<file path="src/rtl/custom_axi_ip_regs.sv">
// custom_axi_ip_regs: AXI4-Lite register file that loads, starts and collects results from custom_axi_ip.
// Define CUSTOM_AXI_IP_IRQ_EN to add the IRQ_MASK register (0x18) and the irq_o output.
//
// state   | meaning
// W_IDLE  | collecting AW and W; either may arrive first and is held until the other
// W_RESP  | write applied, bvalid held until bready
// R_IDLE  | waiting for AR
// R_VALID | rdata/rresp held until rready
module custom_axi_ip_regs #(
    parameter int ADDR_WIDTH = 6,
    parameter int DATA_WIDTH = 32
) (
    input  logic                    clk_i,
    input  logic                    rst_ni,
    input  logic [ADDR_WIDTH-1:0]   s_axi_awaddr,
    input  logic                    s_axi_awvalid,
    output logic                    s_axi_awready,
    input  logic [DATA_WIDTH-1:0]   s_axi_wdata,
    input  logic [DATA_WIDTH/8-1:0] s_axi_wstrb,
    input  logic                    s_axi_wvalid,
    output logic                    s_axi_wready,
    output logic [1:0]              s_axi_bresp,
    output logic                    s_axi_bvalid,
    input  logic                    s_axi_bready,
    input  logic [ADDR_WIDTH-1:0]   s_axi_araddr,
    input  logic                    s_axi_arvalid,
    output logic                    s_axi_arready,
    output logic [DATA_WIDTH-1:0]   s_axi_rdata,
    output logic [1:0]              s_axi_rresp,
    output logic                    s_axi_rvalid,
    input  logic                    s_axi_rready,
    output logic [63:0]             ipreg_data_o,
    output logic                    enable_o,
    input  logic [63:0]             ipreg_data_i,
    input  logic                    wen_i,
`ifdef CUSTOM_AXI_IP_IRQ_EN
    output logic                    irq_o,
`endif
    input  logic [1:0]              status_i
);

    localparam logic [1:0] RESP_OKAY   = 2'b00;
    localparam logic [1:0] RESP_SLVERR = 2'b10;
    localparam logic [1:0] STATUS_IDLE = 2'd0;

    typedef enum logic {W_IDLE, W_RESP} w_state_e;
    typedef enum logic {R_IDLE, R_VALID} r_state_e;

    w_state_e w_state;
    r_state_e r_state;

    logic                    aw_held, w_held;
    logic [2:0]              aw_idx_q;
    logic [DATA_WIDTH-1:0]   wdata_q;
    logic [DATA_WIDTH/8-1:0] wstrb_q;
    logic [DATA_WIDTH-1:0]   din_lo, din_hi, dout_lo, dout_hi;
    logic                    done, done_d;
`ifdef CUSTOM_AXI_IP_IRQ_EN
    logic                    irq_mask, irq_mask_d;
`endif

    logic                    aw_fire, w_fire, wr_commit, start_req, start_ok, w1c_done, wr_err;
    logic [2:0]              wr_idx;
    logic [DATA_WIDTH-1:0]   wr_data;
    logic [DATA_WIDTH/8-1:0] wr_strb;
    logic [DATA_WIDTH-1:0]   rd_data;
    logic                    rd_err;
    logic                    unused_addr;

    assign unused_addr  = ^{s_axi_awaddr[1:0], s_axi_araddr[1:0],
                            s_axi_awaddr[ADDR_WIDTH-1:5], s_axi_araddr[ADDR_WIDTH-1:5]};
    assign ipreg_data_o = {din_hi, din_lo};

    // A held beat takes priority over the live bus, which is idle for that channel anyway.
    always_comb begin
        aw_fire   = s_axi_awvalid & s_axi_awready;
        w_fire    = s_axi_wvalid & s_axi_wready;
        wr_commit = (w_state == W_IDLE) & (aw_held | aw_fire) & (w_held | w_fire);
        wr_idx    = aw_held ? aw_idx_q : s_axi_awaddr[4:2];
        wr_data   = w_held ? wdata_q : s_axi_wdata;
        wr_strb   = w_held ? wstrb_q : s_axi_wstrb;
        start_req = wr_commit & (wr_idx == 3'd0) & wr_strb[0] & wr_data[0];
        start_ok  = start_req & (status_i == STATUS_IDLE);
        w1c_done  = wr_commit & (wr_idx == 3'd1) & wr_strb[0] & wr_data[2];
        wr_err    = 1'b0;
        case (wr_idx)
            3'd0:                 wr_err = start_req & ~start_ok;
            3'd1, 3'd2, 3'd3:     wr_err = 1'b0;
`ifdef CUSTOM_AXI_IP_IRQ_EN
            3'd6:                 wr_err = 1'b0;
`endif
            default:              wr_err = 1'b1;
        endcase
        // Result capture beats a same-cycle software clear.
        done_d = wen_i | (done & ~(w1c_done | start_ok));
`ifdef CUSTOM_AXI_IP_IRQ_EN
        irq_mask_d = (wr_commit & (wr_idx == 3'd6) & wr_strb[0]) ? wr_data[0] : irq_mask;
`endif
    end

    always_ff @(posedge clk_i) begin
        if (!rst_ni) begin
            w_state       <= W_IDLE;
            aw_held       <= 1'b0;
            w_held        <= 1'b0;
            aw_idx_q      <= '0;
            wdata_q       <= '0;
            wstrb_q       <= '0;
            s_axi_awready <= 1'b0;
            s_axi_wready  <= 1'b0;
            s_axi_bvalid  <= 1'b0;
            s_axi_bresp   <= RESP_OKAY;
        end else begin
            case (w_state)
                W_IDLE: begin
                    if (wr_commit) begin
                        aw_held       <= 1'b0;
                        w_held        <= 1'b0;
                        s_axi_awready <= 1'b0;
                        s_axi_wready  <= 1'b0;
                        s_axi_bvalid  <= 1'b1;
                        s_axi_bresp   <= wr_err ? RESP_SLVERR : RESP_OKAY;
                        w_state       <= W_RESP;
                    end else begin
                        if (aw_fire) begin
                            aw_held       <= 1'b1;
                            aw_idx_q      <= s_axi_awaddr[4:2];
                            s_axi_awready <= 1'b0;
                        end else begin
                            s_axi_awready <= ~aw_held;
                        end
                        if (w_fire) begin
                            w_held       <= 1'b1;
                            wdata_q      <= s_axi_wdata;
                            wstrb_q      <= s_axi_wstrb;
                            s_axi_wready <= 1'b0;
                        end else begin
                            s_axi_wready <= ~w_held;
                        end
                    end
                end
                W_RESP: begin
                    if (s_axi_bready) begin
                        s_axi_bvalid  <= 1'b0;
                        s_axi_awready <= 1'b1;
                        s_axi_wready  <= 1'b1;
                        w_state       <= W_IDLE;
                    end
                end
                default: w_state <= W_IDLE;
            endcase
        end
    end

    always_ff @(posedge clk_i) begin
        if (!rst_ni) begin
            din_lo   <= '0;
            din_hi   <= '0;
            dout_lo  <= '0;
            dout_hi  <= '0;
            done     <= 1'b0;
            enable_o <= 1'b0;
`ifdef CUSTOM_AXI_IP_IRQ_EN
            irq_mask <= 1'b0;
            irq_o    <= 1'b0;
`endif
        end else begin
            enable_o <= start_ok;
            done     <= done_d;
            for (int b = 0; b < DATA_WIDTH/8; b++) begin
                if (wr_commit && wr_strb[b] && wr_idx == 3'd2) din_lo[8*b +: 8] <= wr_data[8*b +: 8];
                if (wr_commit && wr_strb[b] && wr_idx == 3'd3) din_hi[8*b +: 8] <= wr_data[8*b +: 8];
            end
            if (wen_i) begin
                dout_lo <= ipreg_data_i[31:0];
                dout_hi <= ipreg_data_i[63:32];
            end
`ifdef CUSTOM_AXI_IP_IRQ_EN
            irq_mask <= irq_mask_d;
            irq_o    <= done_d & irq_mask_d;
`endif
        end
    end

    always_comb begin
        rd_data = '0;
        rd_err  = 1'b0;
        case (s_axi_araddr[4:2])
            3'd0:    rd_data = '0;
            3'd1:    rd_data = {{(DATA_WIDTH-3){1'b0}}, done, status_i};
            3'd2:    rd_data = din_lo;
            3'd3:    rd_data = din_hi;
            3'd4:    rd_data = dout_lo;
            3'd5:    rd_data = dout_hi;
`ifdef CUSTOM_AXI_IP_IRQ_EN
            3'd6:    rd_data = {{(DATA_WIDTH-1){1'b0}}, irq_mask};
`endif
            default: rd_err = 1'b1;
        endcase
    end

    always_ff @(posedge clk_i) begin
        if (!rst_ni) begin
            r_state       <= R_IDLE;
            s_axi_arready <= 1'b0;
            s_axi_rvalid  <= 1'b0;
            s_axi_rdata   <= '0;
            s_axi_rresp   <= RESP_OKAY;
        end else begin
            case (r_state)
                R_IDLE: begin
                    if (s_axi_arvalid && s_axi_arready) begin
                        s_axi_rdata   <= rd_data;
                        s_axi_rresp   <= rd_err ? RESP_SLVERR : RESP_OKAY;
                        s_axi_rvalid  <= 1'b1;
                        s_axi_arready <= 1'b0;
                        r_state       <= R_VALID;
                    end else begin
                        s_axi_arready <= 1'b1;
                    end
                end
                R_VALID: begin
                    if (s_axi_rready) begin
                        s_axi_rvalid  <= 1'b0;
                        s_axi_arready <= 1'b1;
                        r_state       <= R_IDLE;
                    end
                end
                default: r_state <= R_IDLE;
            endcase
        end
    end

endmodule

</file>
<file path="config.mk">
export PLATFORM = sky130hd
export DESIGN_NAME = custom_axi_ip_regs
export DESIGN_NICKNAME = d
export VERILOG_FILES = /design/src/rtl/custom_axi_ip_regs.sv
export SDC_FILE = /design/constraint.sdc
export NUM_CORES = 1
export LEC_CHECK = 0
export BUFFER_PORTS_ARGS = -buffer_cell sky130_fd_sc_hd__buf_2
export CAP_MARGIN = 20
export CORE_MARGIN = 10
export CORE_UTILIZATION = 35
export DETAILED_ROUTE_END_ITERATION = 6
export MAX_ROUTING_LAYER = met4
export PLACE_DENSITY = 0.63
export SYNTH_ARGS = -nofsm -noshare
export SYNTH_HDL_FRONTEND = slang
export SYNTH_SLANG_ARGS = --single-unit
</file>
<file path="constraint.sdc">
create_clock -name clk_i -period 1.9 [get_ports clk_i]
set_input_delay 0 -clock clk_i [delete_from_list [all_inputs] [get_ports clk_i]]
set_output_delay 0 -clock clk_i [all_outputs]
set_load 0.02 [all_outputs]
</file>
==> results by group, run 1 <==
Layout
  – Layout Cells excl Fill: 1625
  – Post-layout util: 0.492
  – Ant diodes: 0
  – Layout cells sized above 1: 0.256
  – Synth-to-Final Area Change: 39.1%
  – Layout net count: 1401
  – Most common cell after layout, fill and taps aside: buf_2
  – Most frequent cells in the layout: 217 x buf_2, 211 x dfxtp_1, 206 x nand2_1, 136 x mux2i_1, 114 x dlygate4sd3_1

Floorplan
  – Initial Util: 0.353
  – Die area: 0.0320 sq mm
  – Chip height: 179 um
  – Core Area: 0.0250 sq mm
  – Top-Level Pins: 228
  – Row count: 58
  – Die X-Extent: 179 um

Pwr
  – Net Sw Frac: 0.244
  – Sequential Power Share: 0.458
  – Comb pwr share: 0.117
  – Pwr Density: 834 mW/mm^2
  – Max VDD drop: 0.000553 V
  – Leakage: 0.00551 uW
  – Psw: 2510 uW
  – Cell Int Power: 7760 uW
  – Clock share of power: 0.425

CTS
  – Clock transition at the registers of the reported paths: 0.06 ns
  – Postcts setup bufs: 0
  – Htree depth: 1
  – CTS root buf: clkbuf_16
  – Clock latency on the worst-skew pair: 0.51 ns
  – Clock buffer depth: 3
  – CTS tree: yes
  – TritonCTS buffer count: 24
  – Sink Count: 212

Place
  – Placer Congestion: 0.811
  – IO Port Bufs: 219
  – DPL Wire Length: 20500 um
  – Placed insts: 1468

Synthesis
  – Main synth FF type: dfxtp_1
  – Sequential area share after synthesis: 0.480
  – Synth Area per Inst: 9.21 sq um
  – Distinct cells, synth: 40
  – Xor/xnor share of the synthesized area: 0
  – Post-Synth Adder-Cell Area: 0.00141
  – Number of flops mapped to enable cells by yosys: 0
  – Cell area after synthesis: 0.00885 sq mm
  – Multiplexer share of the synthesized area: 0.198
  – Flop and latch count out of synthesis: 212
  – Complex-gate fraction of the synthesized area: 0.135
  – Largest family of logic cells by synthesized area: multiplexers
  – Yosys warnings: 0
  – Mapped Cells: 961
  – Asr flop ratio synth: 0
  – Synthesized-area fraction occupied by and/or/nand/nor cells: 0.153

Route
  – Via count: 7949
  – Antenna-violating nets left: 0
  – Post-route DRC: 0
  – Per-cell routed wire length: 17.9 um
  – Average vias per placed instance: 4.89
  – DRT Wirelength: 29100 um
  – Initial DRC Count: 516
  – Drt pass-1 iters: 5

GRT
  – GRT Util Overall: 0.180
  – Initial antenna violation count: 0
  – Number of global-route vias before repair: 7961
  – GR Layer Usage met1: 0.241
  – Largest net degree at the start of global routing: 66
  – GRT busiest layer: met2
  – Total grt overflow: 0
  – Global-route wire length before repair: 45000 um
  – GR Util met3: 0.0388
  – Met2 Use GR: 0.274

Setup path
  – Crit path buf inv count: 1
  – Crit path max fanout: 8
  – Worst reg2reg path startpoint: aw_held$_SDFFE_PN0P_
  – Startpoint types: flop
  – CP max stage delay: 0.48 ns
  – Top delay family on crit path: simple AND/OR/NAND/NOR gates
  – Crit path max-delay cell type: or3b_2
  – CP Data Required Time: 2.28 ns
  – Worst reg2reg path depth: 5
  – Arrival time worst endpoint: 2.22 ns
  – Reg2reg setup slack: 0.06 ns
  – Worst Setup End Kind: flop
  – R2r endpoint: din_hi[9]$_SDFFE_PN0P_
  – Critical path class: flop to flop
  – CP Cell Sequence: or3b_2 -> a211oi_4 -> buf_12 -> nand3_2 -> mux2i_1

Min path
  – Hold_sp: status_i[1]
  – Worst min path class: primary input to flop
  – Hold Path Depth: 4
  – Hold path endpoint: s_axi_bresp[1]$_SDFFE_PN0P_

STA
  – Worst-margin pin slew: 0.545 ns
  – TNS Setup: 0 ns
  – Worst Clk Skew: 0.00852 ns
  – Final worst path period share: 0.967
  – Final max-slew violation count: 0
  – RSZ-0062 raised after global routing: true
  – Fin. Hold Viols: 0
  – Rel. slew slack: 0.636
  – Fmax: 545 MHz
  – Final min period: 1.84 ns
  – Final setup viols: 0
  – Worst hold slack: 0.0293 ns

Status
  – Status: finished, final reports clean

Flow run
  – Max_cap viols: 0
-- per-layer routing --
| metal | part of all wire | vias to the layer above | wire length, um |
|---|---|---|---|
| li1 | - | 3954 | - |
| met1 | 0.46 | 3736 | 13400 |
| met2 | 0.46 | 228 | 13200 |
| met3 | 0.067 | 31 | 1960 |
| met4 | 0.015 | 0 | 433 |
| met5 | 0 | - | 0 |
-- per-stage QoR --
stage / setup slack (ns) / instance area (sq um) / total power, uW
2_1_floorplan: -0.0232 / 8850 / 5410
3_3_place_gp: 0.0706 / 10400 / 5790
3_5_place_dp: 0.0493 / 10400 / 5800
4_1_cts: 0.0471 / 12300 / 10400
5_1_grt: -0.0314 / 12300 / 10700
6_report: 0.0635 / 12300 / 10300
-- synth_stat cells, types with 2 or more instances --
master | instances | area, sq um
a221oi_1 | 4 | 35.0
mux2_2 | 35 | 394
nand3b_1 | 2 | 15.0
nand2_1 | 206 | 773
clkbuf_1 | 62 | 233
nand2b_1 | 3 | 18.8
or3b_2 | 3 | 26.3
a2bb2oi_1 | 3 | 26.3
a211o_1 | 3 | 26.3
a22oi_1 | 58 | 435
o21ai_0 | 4 | 20.0
nand3_2 | 8 | 80.1
a21oi_1 | 76 | 380
nor2_1 | 80 | 300
buf_1 | 4 | 15.0
and3b_1 | 3 | 26.3
a21o_1 | 29 | 218
nand4_1 | 2 | 12.5
dfxtp_1 | 212 | 4240
mux2i_1 | 136 | 1360
nand3_1 | 3 | 15.0
nor3b_1 | 3 | 22.5
or3_1 | 2 | 12.5
buf_4 | 2 | 15.0
nor2b_1 | 3 | 18.8
-- how the worst max path moves through the flow --
| stage | slack (ns) | to | depth (start not counted) | from |
|---|---|---|---|---|
| 3_3_place_gp | 0.07 | din_hi[17]$_SDFFE_PN0P_ | 5 | aw_held$_SDFFE_PN0P_ |
| 4_1_cts | 0.05 | din_hi[16]$_SDFFE_PN0P_ | 5 | aw_held$_SDFFE_PN0P_ |
| 6_report | 0.06 | din_hi[9]$_SDFFE_PN0P_ | 5 | aw_held$_SDFFE_PN0P_ |
| 2_1_floorplan | -0.02 | din_lo[0]$_SDFFE_PN0P_ | 5 | aw_held$_SDFFE_PN0P_ |
| 5_1_grt | -0.03 | din_hi[9]$_SDFFE_PN0P_ | 5 | aw_held$_SDFFE_PN0P_ |
| 3_5_place_dp | 0.05 | din_hi[17]$_SDFFE_PN0P_ | 5 | aw_held$_SDFFE_PN0P_ |
-- power by group through the flow --
stage	clock network (uW)	logic (uW)	registers [uW]
after floorplan	0	621	4790
after global placement	0	1000	4790
after detailed placement	0	1010	4790
after CTS	4470	1200	4700
after global routing	4640	1330	4720
final	4360	1210	4700
-- flip-flops by register name, summed over array words and instances, names as in the netlist, 3 cells and up --
register     count
din_hi          32
din_lo          32
dout_hi         32
dout_lo         32
s_axi_rdata     32
wdata_q         32
wstrb_q          4
aw_idx_q         3
-- area by class of cell --
class,instances,area [sq um]
Multi-Input combinational cell,678,4380
Clock buffer,40,722
Clock inverter,3,17.5
Fill cell,2316,12700
Tap cell,330,413
Inverter,2,10.0
Sequential cell,212,4250
Timing Repair Buffer,360,2520
-- worst reg2reg max path, cell delays in order (launching register included) --
cell	delay [ns]
dfxtp_1	0.35
or3b_2	0.48
a211oi_4	0.25
buf_12	0.18
nand3_2	0.26
mux2i_1	0.20
-- what timing repair did --
action,in CTS,in global routing
resized for setup,0,6
endpoints found under the setup margin,0,30
endpoints found under the hold margin,180,0
hold buffers,114,0
-- cells by family after synthesis --
family / Yosys count
AOI/OAI and AO/OA: 182
adders and majority gates: 1
buffers and inverters: 72
DFF: 212
muxes: 171
other: 1
and+or+nand+nor: 322
Note: power is estimated with default switching activity, not from simulation.
==> run 2: changes to the inputs <==
- CELL_PAD_IN_SITES_DETAIL_PLACEMENT: unset -> 1
- CELL_PAD_IN_SITES_GLOBAL_PLACEMENT: unset -> 2
- CORE_UTILIZATION: 35 -> 28
- PLACE_DENSITY: 0.63 -> 0.79
==> results by group, run 2 (synthesis results as in run 1) <==
Status
  – Status: finished with violations
  – Failing checks: negative setup slack

CTS
  – Sink Count: 212
  – CTS tree: yes
  – CTS root buf: clkbuf_16
  – TritonCTS buffer count: 25
  – Clock transition at the registers of the reported paths: 0.06 ns
  – Htree depth: 1
  – Clock buffer depth: 3
  – Clock latency on the worst-skew pair: 0.52 ns

Place
  – Placed cell areas: 0.0105 sq mm
  – Pre-CTS WS: 0.00463 ns
  – DPL Wire Length: 23600 um
  – IO Port Bufs: 219
  – Placer Congestion: 0.785

GRT
  – Global-route wire length before repair: 53200 um
  – Largest net degree at the start of global routing: 102
  – Total grt overflow: 0
  – Number of global-route vias before repair: 8827
  – Initial antenna violation count: 0
  – GRT Util Overall: 0.176

Setup path
  – Worst Setup End Kind: flop
  – Worst reg2reg path depth: 5
  – CP Cell Sequence: or3b_2 -> a211oi_4 -> buf_12 -> nand3_2 -> mux2i_1
  – R2r endpoint: din_hi[27]$_SDFFE_PN0P_
  – CP Data Required Time: 2.29 ns
  – Critical path class: flop to flop
  – Crit path buf inv count: 1
  – Reg2reg setup slack: -0.02 ns
  – CP max stage delay: 0.50 ns
  – Arrival time worst endpoint: 2.32 ns
  – Crit path max-delay cell type: or3b_2
  – Worst reg2reg path startpoint: aw_held$_SDFFE_PN0P_
  – Top delay family on crit path: simple AND/OR/NAND/NOR gates
  – Crit path max fanout: 8
  – Startpoint types: flop

Layout
  – Most frequent cells in the layout: 217 x buf_2, 211 x dfxtp_1, 206 x nand2_1, 142 x dlygate4sd3_1, 136 x mux2i_1
  – Layout net count: 1434
  – Register area: 0.00425 sq mm
  – Layout cells sized above 1: 0.261
  – # fillers: 3639
  – Multi-input gate area: 0.00439 sq mm
  – Most common cell after layout, fill and taps aside: buf_2
  – Synth-to-Final Area Change: 44.9%
  – Design area: 0.0128 sq mm
  – Ant diodes: 0

Pwr
  – Pwr Density: 850 mW/mm^2
  – Max VDD drop: 0.000563 V
  – Pwr Total: 10900 uW
  – Leakage: 0.00573 uW

Route
  – Initial DRC Count: 259
  – DRT Wirelength: 34300 um
  – Average vias per placed instance: 4.77
  – Post-route DRC: 0
  – Via count: 8255
  – Drt pass-1 iters: 4
  – Per-cell routed wire length: 19.8 um
  – Antenna-violating nets left: 0

Min path
  – Hold_sp: s_axi_araddr[3]
  – Hold path endpoint: s_axi_rresp[1]$_SDFFE_PN0P_
  – Worst min path class: primary input to flop
  – Hold Path Depth: 4

Flow run
  – Max_cap viols: 0

STA
  – Fin. Hold Viols: 0
  – Final min period: 1.92 ns
  – TNS Setup: -0.104 ns
  – Fmax: 520 MHz
  – Worst Clk Skew: 0.00884 ns
  – Final setup viols: 9
  – Final max-slew violation count: 0
  – Final worst path period share: 1.01
  – Final Worst Setup Slack: -0.0235 ns
  – RSZ-0062 raised after global routing: true

Floorplan
  – Initial Util: 0.282
  – Chip height: 198 um
  – Die X-Extent: 198 um
  – Die area: 0.0391 sq mm
  – Row count: 65
  – Core Area: 0.0314 sq mm
  – Top-Level Pins: 228
run 2: worst max-delay path by stage:
stage / startpoint / endpoint / slack (ns) / depth (start not counted)
global route: aw_held$_SDFFE_PN0P_ / din_lo[13]$_SDFFE_PN0P_ / -0.11 / 6
floorplan: aw_held$_SDFFE_PN0P_ / din_lo[0]$_SDFFE_PN0P_ / -0.02 / 5
global placement: aw_held$_SDFFE_PN0P_ / din_hi[20]$_SDFFE_PN0P_ / 0.03 / 5
detailed placement: aw_held$_SDFFE_PN0P_ / din_hi[20]$_SDFFE_PN0P_ / 0.005 / 5
finish: aw_held$_SDFFE_PN0P_ / din_hi[27]$_SDFFE_PN0P_ / -0.02 / 5
CTS: aw_held$_SDFFE_PN0P_ / din_hi[2]$_SDFFE_PN0P_ / 0.004 / 5
run 2: worst min-delay path: cells and delay by family:
kind | cells | cell delay, ns
fa+ha+maj | 1 | 0.19
buf+inv | 1 | 0.23
mux | 1 | 0.06
simple gates | 1 | 0.07
run 2: report_power, final:
part	internal, uW	leakage [uW]	switching [uW]	total [uW]
Sequential	4600	0.00173	95.5	4700
Clock	2940	0.000417	1940	4870
Combinational	645	0.00359	686	1330
Total	8190	0.00573	2720	10900
run 2: cell type report:
cell class,instances,share of cell area
inverters,2,0.000780
clock inverters,9,0.00771
clock buffers,34,0.0569
flip-flops and latches,212,0.331
multi-input cells,678,0.342
well taps,402,0.0392
repair buffers,392,0.222
run 2: stage by stage:
step           hold slack, ns  instances  utilization
2_1_floorplan           0.116        962            -
5_1_grt                0.0755       1729        0.409
3_3_place_gp            0.218       1544        0.335
6_report               0.0597       1729        0.409
4_1_cts                0.0471       1729        0.408
3_5_place_dp            0.225       1544        0.335
run 2: timing repair:
action / CTS / global route
gates cloned: 0 / 0
endpoints found under the hold margin: 185 / 0
hold buffers: 142 / 0
setup buffers: 0 / 0
setup endpoints to repair: 6 / 51
resized for setup: 3 / 6
run 2: layer usage:
| metal | track usage | vias to the layer above | part of all wire |
|---|---|---|---|
| met1 | 0.229 | 4028 | 0.47 |
| met2 | 0.275 | 172 | 0.46 |
| met3 | 0.0382 | 41 | 0.051 |
| met5 | - | - | 0 |
| li1 | - | 4014 | - |
| met4 | 0.0373 | 0 | 0.021 |
